<file path="src/rtl/tx_fifo_pkg.sv">
// Shared types and constants for the I2S transmit FIFO and its serializer.
package tx_fifo_pkg;

    typedef enum logic [1:0] {
        STD_PHILIPS = 2'b00,
        STD_LEFT    = 2'b01,
        STD_RIGHT   = 2'b10
    } std_e;

    localparam logic [1:0]  MODE_MASTER_TX = 2'b11;
    localparam int unsigned DEF_DEPTH      = 8;
    localparam int unsigned DEF_WIDTH      = 32;

    // The reserved encoding 2'b11 falls back to Philips framing.
    function automatic std_e decode_std(input logic [1:0] code);
        std_e s;
        case (code)
            2'b01:   s = STD_LEFT;
            2'b10:   s = STD_RIGHT;
            default: s = STD_PHILIPS;
        endcase
        return s;
    endfunction

endpackage

</file>
<file path="src/rtl/i2s_serializer.sv">
// I2S slot serializer: bit counter, word-select generation and slot shift register.
// Requests a FIFO pop at each slot boundary that needs a fresh word.
module i2s_serializer
    import tx_fifo_pkg::*;
#(
    parameter int unsigned WIDTH = DEF_WIDTH
) (
    input  logic             clk,
    input  logic             rst,
    input  logic             active,
    input  logic             stereo,
    input  logic [1:0]       standard,
    input  logic             frame_size,
    input  logic [WIDTH-1:0] head_word,
    input  logic             head_valid,
    output logic             pop_req,
    output logic             dout,
    output logic             ws
);

    logic [5:0]       cnt_q, cnt_d;
    logic             s32_q, s32_d;
    logic             stereo_q, stereo_d;
    std_e             std_q, std_d;
    logic [WIDTH-1:0] word_q, word_d;
    logic [WIDTH-1:0] sh_q, sh_d;
    logic             dout_q, dout_d;
    logic             ws_q, ws_d;

    logic             frame_start, right_start, slot_start;
    logic             s32_eff, stereo_eff;
    std_e             std_eff;
    logic [5:0]       slot_len, last_cnt;
    logic [WIDTH-1:0] fresh_word, slot_word, aligned;

    // Configuration is sampled live at cnt==0 and held for the rest of the frame.
    always_comb begin
        frame_start = (cnt_q == 6'd0);
        s32_eff     = frame_start ? frame_size : s32_q;
        stereo_eff  = frame_start ? stereo : stereo_q;
        std_eff     = frame_start ? decode_std(standard) : std_q;
        slot_len    = s32_eff ? 6'd32 : 6'd16;
        last_cnt    = s32_eff ? 6'd63 : 6'd31;
        right_start = (cnt_q == slot_len);
        slot_start  = active && (frame_start || right_start);
        pop_req     = active && (frame_start || (stereo_eff && right_start));

        if (!head_valid) begin
            fresh_word = '0;
        end else if (!s32_eff) begin
            fresh_word = {{(WIDTH-16){1'b0}}, head_word[15:0]};
        end else if (std_eff == STD_RIGHT) begin
            fresh_word = {{(WIDTH-24){1'b0}}, head_word[23:0]};
        end else begin
            fresh_word = head_word;
        end

        slot_word = pop_req ? fresh_word : word_q;
        aligned   = s32_eff ? slot_word : (slot_word << (WIDTH-16));
    end

    always_comb begin
        cnt_d    = '0;
        s32_d    = s32_q;
        stereo_d = stereo_q;
        std_d    = std_q;
        word_d   = word_q;
        sh_d     = sh_q;
        dout_d   = 1'b0;
        ws_d     = 1'b0;

        if (active) begin
            cnt_d = (cnt_q == last_cnt) ? 6'd0 : cnt_q + 6'd1;
            if (frame_start) begin
                s32_d    = frame_size;
                stereo_d = stereo;
                std_d    = std_eff;
            end

            if (std_eff == STD_PHILIPS) begin
                ws_d = (cnt_q >= slot_len - 6'd1) && (cnt_q != last_cnt);
            end else begin
                ws_d = (cnt_q >= slot_len);
            end

            // Philips delays data by one bit: slot bit 0 is the previous word's LSB.
            if (slot_start) begin
                word_d = slot_word;
                if (std_eff == STD_PHILIPS) begin
                    dout_d = word_q[0];
                    sh_d   = aligned;
                end else begin
                    dout_d = aligned[WIDTH-1];
                    sh_d   = aligned << 1;
                end
            end else begin
                dout_d = sh_q[WIDTH-1];
                sh_d   = sh_q << 1;
            end
        end
    end

    always_ff @(posedge clk) begin
        if (rst) begin
            cnt_q    <= '0;
            s32_q    <= 1'b0;
            stereo_q <= 1'b0;
            std_q    <= STD_PHILIPS;
            word_q   <= '0;
            sh_q     <= '0;
            dout_q   <= 1'b0;
            ws_q     <= 1'b0;
        end else begin
            cnt_q    <= cnt_d;
            s32_q    <= s32_d;
            stereo_q <= stereo_d;
            std_q    <= std_d;
            word_q   <= word_d;
            sh_q     <= sh_d;
            dout_q   <= dout_d;
            ws_q     <= ws_d;
        end
    end

    assign dout = dout_q;
    assign ws   = ws_q;

endmodule

</file>
<file path="src/rtl/tx_fifo.sv">
// I2S transmit FIFO with MSB-first serializer and word-select generation.
// Define TX_FIFO_STATUS_EN to expose the full/empty status ports.
module tx_fifo
    import tx_fifo_pkg::*;
#(
    parameter int unsigned DEPTH = DEF_DEPTH,
    parameter int unsigned WIDTH = DEF_WIDTH
) (
    input  logic             clk,
    input  logic             rst,
    input  logic             wen,
    input  logic [WIDTH-1:0] din,
    input  logic             stereo,
    input  logic [1:0]       standard,
    input  logic [1:0]       mode,
    input  logic             frame_size,
    output logic             dout,
    output logic             ws
`ifdef TX_FIFO_STATUS_EN
    ,
    output logic             full,
    output logic             empty
`endif
);

    localparam int unsigned PTR_W = $clog2(DEPTH);

    logic [WIDTH-1:0] mem_q [DEPTH];
    logic [WIDTH-1:0] mem_d [DEPTH];
    logic [PTR_W-1:0] wr_ptr_q, wr_ptr_d;
    logic [PTR_W-1:0] rd_ptr_q, rd_ptr_d;
    logic [PTR_W:0]   count_q, count_d;

    logic is_full, is_empty;
    logic pop_req, do_pop, do_push;
    logic active;

    assign active   = (mode == MODE_MASTER_TX);
    assign is_empty = (count_q == '0);
    assign is_full  = (count_q == (PTR_W+1)'(DEPTH));
    assign do_pop   = pop_req && !is_empty;
    // A pop in the same cycle frees a slot, so a write to a full FIFO is still taken.
    assign do_push  = wen && (!is_full || do_pop);

    always_comb begin
        mem_d    = mem_q;
        wr_ptr_d = wr_ptr_q;
        rd_ptr_d = rd_ptr_q;
        count_d  = count_q;

        if (do_push) begin
            mem_d[wr_ptr_q] = din;
            wr_ptr_d        = wr_ptr_q + PTR_W'(1);
        end
        if (do_pop) begin
            rd_ptr_d = rd_ptr_q + PTR_W'(1);
        end

        case ({do_push, do_pop})
            2'b10:   count_d = count_q + (PTR_W+1)'(1);
            2'b01:   count_d = count_q - (PTR_W+1)'(1);
            default: count_d = count_q;
        endcase
    end

    always_ff @(posedge clk) begin
        if (rst) begin
            for (int unsigned i = 0; i < DEPTH; i++) begin
                mem_q[i] <= '0;
            end
            wr_ptr_q <= '0;
            rd_ptr_q <= '0;
            count_q  <= '0;
        end else begin
            for (int unsigned i = 0; i < DEPTH; i++) begin
                mem_q[i] <= mem_d[i];
            end
            wr_ptr_q <= wr_ptr_d;
            rd_ptr_q <= rd_ptr_d;
            count_q  <= count_d;
        end
    end

    i2s_serializer #(
        .WIDTH(WIDTH)
    ) u_ser (
        .clk       (clk),
        .rst       (rst),
        .active    (active),
        .stereo    (stereo),
        .standard  (standard),
        .frame_size(frame_size),
        .head_word (mem_q[rd_ptr_q]),
        .head_valid(!is_empty),
        .pop_req   (pop_req),
        .dout      (dout),
        .ws        (ws)
    );

`ifdef TX_FIFO_STATUS_EN
    assign full  = is_full;
    assign empty = is_empty;
`endif

endmodule

</file>
<file path="config.mk">
export PLATFORM = sky130hd
export DESIGN_NAME = tx_fifo
export DESIGN_NICKNAME = d
export VERILOG_FILES = /design/src/rtl/tx_fifo_pkg.sv /design/src/rtl/i2s_serializer.sv /design/src/rtl/tx_fifo.sv
export SDC_FILE = /design/constraint.sdc
export NUM_CORES = 1
export LEC_CHECK = 0
export CORE_ASPECT_RATIO = 0.7
export CORE_UTILIZATION = 69
export CTS_BUF_LIST = sky130_fd_sc_hd__clkbuf_4
export DETAILED_ROUTE_END_ITERATION = 10
export PLACE_DENSITY = 0.88
export RECOVER_POWER = 25
export SYNTH_ARGS = -nofsm -noshare
export SYNTH_HDL_FRONTEND = slang
export SYNTH_SLANG_ARGS = --single-unit
</file>
<file path="constraint.sdc">
create_clock -name clk -period 6.5 [get_ports clk]
set_clock_uncertainty 0.2 [all_clocks]
set_input_delay 1.625 -clock clk [delete_from_list [all_inputs] [get_ports clk]]
set_output_delay 1.625 -clock clk [all_outputs]
set_load 0.03 [all_outputs]
</file>
[Yosys cells after proc, flatten, opt, wreduce, memory -nomap -nowiden]
Cells that the tools add are included.
Word-level totals
  bits of input ports: 41
  bits in registers: 342
  output and inout bits: 2
Operators by class
  muxes and demuxes: 23
  bitwise operators: 3
  equal/unequal tests: 10
  $add $sub $neg: 6
  reductions and logical operators: 20
  magnitude comparators: 5
Operator list (count)
  $mux W32: 10
  $bwmux W256: 1
  $bmux W32 S3: 1
  $demux W32 S3: 1
  $eq A6 B6 Y1: 2
  $ge A6 B6 Y1: 2
  $mux W6: 2
  $eq A2 B2 Y1 const B: 4
  $ge A4 B4 Y1 const B: 2
  $not A3 Y4: 2
  $pmux W4 S2: 1
  $logic_and A1 B1 Y1: 7
  $add A3 B1 Y3 const B: 2
  $add A6 B1 Y6 const B: 1
  $logic_not A6 Y1: 1
  $ne A6 B6 Y1: 1
  $sub A6 B1 Y6 const B: 1
  $mux W1: 5
  $add A4 B1 Y4 const B: 1
  $eq A2 B1 Y1 const B: 2
  $eq A4 B4 Y1 const B: 1
  $logic_not A4 Y1: 1
  $lt A4 B1 Y1 const B: 1
  $pmux W2 S2: 1
  other kinds (10): 14

[Longest topological paths before layout]
  depth in word-level cells: 12
  depth in mapped cells: 20
  depth with buffers taken out: 17

[Modules after synthesis]
From an unflattened synthesis, not the netlist that was laid out.
Unflattened totals
  cell total of the unflattened synthesis: 1824
  area, all modules: 15896.5 um2
Modules (own cells, without submodules)
  tx_fifo: instances 1, seq. area each 5325.1 um2, cells an instance 1337, area each 11945.2 um2
  i2s_serializer: instances 1, seq. area each 1521.5 um2, cells an instance 487, area each 3951.3 um2

[Worst setup path before layout]
OpenSTA, ideal clock, no wires.
  kind: input to register
  from: in frame_size
  to: reg count_q[2]
  setup time: 0.070 ns
  stages on the path: 15
  slack: 1.792 ns
  path buffers: 2
  required time: 6.230 ns
  arrival: 4.438 ns
  path through: nand3_1 > nand2_2 > inv_2 > buf_4 > ha_1 > nand3_1 > a2111oi_4 > buf_2 > ha_1 > xor2_1 > ha_1 > a21oi_1 > xor2_1 > or3_1 > a21oi_1
Between the ends
  cells in the longest elaborated chain, start to end: 11
  elaborated cells on any way between the ends: 13
  those cells by class: eq/ne: 3; mux: 3; reduce/logical: 7
Ends and longest elaborated chain
  start: declaration: RTL line tx_fifo.sv:16  | input logic frame_size,
  $mux W1 (*): RTL line i2s_serializer.sv:39  | s32_eff = frame_start ? frame_size : s32_q;
  $mux W6 (*): RTL line i2s_serializer.sv:42  | slot_len = s32_eff ? 6'd32 : 6'd16;
  $eq A6 B6 Y1 (*): RTL line i2s_serializer.sv:44  | right_start = (cnt_q == slot_len);
  $logic_and A1 B1 Y1 (*): RTL line i2s_serializer.sv:46  | pop_req = active && (frame_start || (stereo_eff && right_start));
  $logic_or A1 B1 Y1 (*): RTL line i2s_serializer.sv:46
  $logic_and A1 B1 Y1 (*): RTL line i2s_serializer.sv:46
  $logic_and A1 B1 Y1 (*): RTL line tx_fifo.sv:41  | assign do_pop = pop_req && !is_empty;
  via do_pop: RTL line tx_fifo.sv:35  | logic pop_req, do_pop, do_push;
  $logic_or A1 B1 Y1: RTL line tx_fifo.sv:43  | assign do_push = wen && (!is_full || do_pop);
  $logic_and A1 B1 Y1: RTL line tx_fifo.sv:43
  $eq A2 B1 Y1 or $eq A2 B2 Y1 (tied branches): RTL line tx_fifo.sv:59  | case ({do_push, do_pop})
  $pmux W4 S2 or $reduce_bool A2 Y1 (tied branches)
  end signal: assignment: RTL line tx_fifo.sv:80  | count_q <= count_d;
  end: declaration: RTL line tx_fifo.sv:32  | logic [PTR_W:0] count_q, count_d;
The timed path passes the listed nets; every way through them passes the cells marked *.
A chain may end at the register's enable or synchronous reset.

[Worst setup path in the final report]
  from: in frame_size
  to: reg u_ser.sh_q[16]
Between the ends
  cells in the longest elaborated chain, start to end: 10
  elaborated cells on any way between the ends: 14
  those cells by class: eq/ne: 1; mux: 8; reduce/logical: 5
Ends and longest elaborated chain
  $mux W1 (*): RTL line i2s_serializer.sv:39
  $mux W6: RTL line i2s_serializer.sv:42
  $eq A6 B6 Y1: RTL line i2s_serializer.sv:44
  $logic_and A1 B1 Y1: RTL line i2s_serializer.sv:46
  $logic_or A1 B1 Y1: RTL line i2s_serializer.sv:46
  $logic_and A1 B1 Y1: RTL line i2s_serializer.sv:46
  $mux W32: RTL line i2s_serializer.sv:58  | slot_word = pop_req ? fresh_word : word_q;
  $mux W32: RTL line i2s_serializer.sv:59  | aligned = s32_eff ? slot_word : (slot_word << (WIDTH-16));
  $mux W32: RTL line i2s_serializer.sv:89  | if (std_eff == STD_PHILIPS) begin
  $mux W32 (*): RTL line i2s_serializer.sv:87  | if (slot_start) begin
  end signal: assignment: RTL line i2s_serializer.sv:110  | sh_q <= '0;
  end signal: assignment: RTL line i2s_serializer.sv:119  | sh_q <= sh_d;
  end: declaration: RTL line i2s_serializer.sv:26  | logic [WIDTH-1:0] sh_q, sh_d;
Mark *: on every way between the ends. The rest lies on a longest branch, timed or not.

==> run_results.csv <==
group,metric,value,unit
status,status,"finished with violations",
status,violations,"design-rule violations, max-capacitance violations, max-slew violations",
timing,setup-tns-final,0,ps
global_route,overflow,0,
clocking,clock-sinks,342,
timing,timing.final.ws_setup,954,ps
synthesis,seq_area_frac_synth,0.452,
floorplanning,ioPinCount,43,
timing,worstMarginPinSlew,1980,ps
synthesis,synth.distinct_cells,55,
detailed_routing,wire_per_inst,19.4,um
power,p_leak,5.42,nW
floorplanning,dieHeight,126,um
floorplanning,initial_utilization,0.717,
clocking,clock_path_buffers,3,
detailed_routing,drcViolationCount,6,
floorplanning,core_area,21100,um2
synthesis,netlist_top_cells_count,"nand2_1 (569), dfxtp_1 (342), a21oi_1 (279)",
synthesis,yosysWarnings,0,
timing,setup_viol,0,
global_route,grt_pass1_vias,13000,
worst_hold_path,hold_depth,2,
clocking,cts_tree,"yes",
worst_hold_path,worstHoldEndpoint,"mem_q[22]",
clocking,numCtsBuffers,81,
floorplanning,dieArea,22600,um2
floorplanning,row_count,44,
timing,slew_violations,75,
detailed_routing,via_per_inst,6.34,
critical_path,rrSetupSlack,1340,ps
synthesis,synth_seq_cells,342,
timing,slew_headroom,-0.318,
synthesis,avgSynthCellArea,8.18,um2
critical_path,crit_arrival,5970,ps
synthesis,synth_top_area_share,0.452,
critical_path,worstSetupEndpointType,"flip-flop",
critical_path,r2r_end,"u_ser.sh_q[16]",
run,drv_cap,2,
detailed_routing,drt_iter0_drc,1631,
synthesis,netlist_area,15200,um2
worst_hold_path,hp-class,"flip-flop to flip-flop",
timing,fin_crit,5550,ps
placed_design,portBuffers,42,
clocking,postCtsHoldBufs,0,
timing,period_share,0.853,
critical_path,path_class,"primary input to flip-flop",
global_route,grt_pass1_wl,66900,um
layout,ff_latch_area,6850,um2
synthesis,syn_nets,1904,
global_route,grt_max_degree,141,
clocking,h-tree-depth,3,
synthesis,synth_edf_count,0,
detailed_routing,vias,13700,
layout,final_nets,1886,
layout,nFillCells,1513,
critical_path,crit_required,6930,ps
clocking,ctsRootBufferMaster,"clkbuf_4",
layout,layout-drive-gt1-share,0.113,
clocking,post_cts_buffers,0,
placed_design,dp_hpwl,25100,um
critical_path,worstReg2RegStart,"u_ser.cnt_q[0]",
power,ir_worst_vdd,0.153,mV
timing,fmax,0.180,GHz
placed_design,pre_cts_slack,1110,ps
layout,multiInputGateArea,7550,um2
synthesis,synth_cells,1853,
detailed_routing,dr.pass1.iters,11,
critical_path,cp_max_fo,23,
layout,syn_to_final_growth,8.23,%
global_route,grt_usage,0.378,
timing,rsz0062_at_grt,"no",
detailed_routing,postRouteAntennaNets,0,
detailed_routing,wl,42000,um
timing,hold_viol_final,0,
critical_path,r2r_cells,14,
synthesis,synth_ff_type,"dfxtp_1",
critical_path,cp-start-kind,"primary input",
clocking,insertion_delay,750,ps
clocking,cts_resized,0,
placed_design,gp_congestion,0.877,
worst_hold_path,hp-start,"mem_q[22]",
power,power_density,269,nW/um2
global_route,antenna_found_initial,1,
floorplanning,die_w,179,um
clocking,clk_pin_slew,60,ps
synthesis,yosysMostFrequentCell,"nand2_1",
synthesis,async_reset_ff_frac,0,
synthesis,yosys.area.top_type,"dfxtp_1",
synthesis,synth_area_leaders,"dfxtp_1 (45%), nand2_1 (14%), a21oi_1 (9.2%), mux2i_1 (5.7%), mux4_2 (4.3%)",
[cells by family after synthesis]
kind of cell / Yosys count / synth area share
simple gates: 758 / 0.206
compound gates: 426 / 0.169
flops: 342 / 0.452
buf+inv: 182 / 0.0528
mux: 122 / 0.105
xor+xnor: 13 / 0.00751
fa+ha+maj: 10 / 0.00825
[worst max-delay path by stage]
| stage | depth (start not counted) | startpoint | slack (ps) | end |
|---|---|---|---|---|
| final | 12 | frame_size | 950 | u_ser.sh_q[16] |
| after global routing | 12 | frame_size | 780 | u_ser.sh_q[16] |
| after CTS | 11 | frame_size | 1880 | u_ser.sh_q[5] |
| after detailed placement | 11 | frame_size | 1110 | u_ser.sh_q[5] |
| after global placement | 11 | frame_size | 1270 | u_ser.sh_q[4] |
| after floorplan | 15 | frame_size | 1790 | count_q[2] |
[sequential cells by signal, summed over array words and instances, names as in the netlist]
signal          flops
count_q             4
u_ser.s32_q         1
mem_q             256
wr_ptr_q            3
u_ser.ws            1
u_ser.dout          1
u_ser.sh_q         32
u_ser.std_q         2
u_ser.cnt_q         6
u_ser.stereo_q      1
u_ser.word_q       32
rd_ptr_q            3
[placed cells by master (no fill, tap or decap), types with 5 or more instances in the layout]
| cell | Yosys | final |
|---|---|---|
| o211ai_1 | 10 | 10 |
| a22oi_1 | 39 | 39 |
| a32o_1 | 12 | 12 |
| a31oi_1 | 6 | 6 |
| a211oi_1 | 15 | 16 |
| nand2_1 | 569 | 569 |
| nor2b_1 | 15 | 15 |
| nor3_1 | 18 | 18 |
| clkinv_1 | 0 | 11 |
| nand3_1 | 14 | 14 |
| nor2_1 | 89 | 85 |
| or3_1 | 19 | 19 |
| mux4_2 | 29 | 29 |
| inv_1 | 5 | 6 |
| clkbuf_1 | 91 | 5 |
| o21a_1 | 6 | 6 |
| dfxtp_1 | 342 | 340 |
| mux2i_1 | 86 | 86 |
| nand2b_1 | 8 | 8 |
| a21oi_1 | 279 | 279 |
| xnor2_1 | 7 | 7 |
| buf_4 | 6 | 27 |
| mux2_2 | 7 | 7 |
| a32oi_1 | 5 | 5 |
| xor2_1 | 6 | 6 |
| o22ai_1 | 7 | 7 |
| o21ai_0 | 8 | 10 |
| ha_1 | 10 | 10 |
| clkbuf_4 | 0 | 117 |
| nor3_4 | 1 | 5 |
| a221oi_1 | 25 | 25 |
| clkdlybuf4s50_1 | 0 | 37 |
[per-layer routing]
metal  GRT usage  wire, um  up-vias
li1            -         -     6330
met1       0.508     16700     6499
met2       0.570     18400      763
met3       0.104      5290      138
met4       0.166      1570        0
met5           0         0        -
[layout make-up]
| cell class | count | share of cell area |
|---|---|---|
| Timing Repair Buffer | 75 | 0.0397 |
| Clock inverter | 19 | 0.00633 |
| Sequential cell | 342 | 0.418 |
| Clock buffer | 117 | 0.0535 |
| Inverter | 6 | 0.00137 |
| Multi-Input combinational cell | 1329 | 0.460 |
| Antenna cell | 1 | 0.000152 |
| Tap cell | 276 | 0.0210 |
[report_power, final]
group	switching [mW]	internal (mW)	leakage (nW)
Combinational	0.335	0.173	2.05
Clock	0.841	0.863	0.595
Sequential	0.0478	2.16	2.77
[stage by stage]
stage	area, um2	hold WS (ps)	cells	utilization	power [mW]
6_report	16400	252	2165	0.776	4.42
5_1_grt	16400	266	2165	0.776	4.59
4_1_cts	16400	254	2164	0.777	4.43
3_5_place_dp	15500	245	2028	0.731	2.74
3_3_place_gp	15500	238	2028	0.731	2.73
2_1_floorplan	15200	230	1853	-	2.59
[worst max-delay path: stages]
cell	delay, ps
dlygate4sd3_1	610
nand3_1	130
nand2_2	100
inv_1	220
ha_1	430
nand3_1	220
a2111oi_4	460
clkbuf_1	1030
a32o_1	390
mux2i_1	150
or3_1	360
a211oi_1	250
No activity file was read; power rests on OpenSTA's default activity.
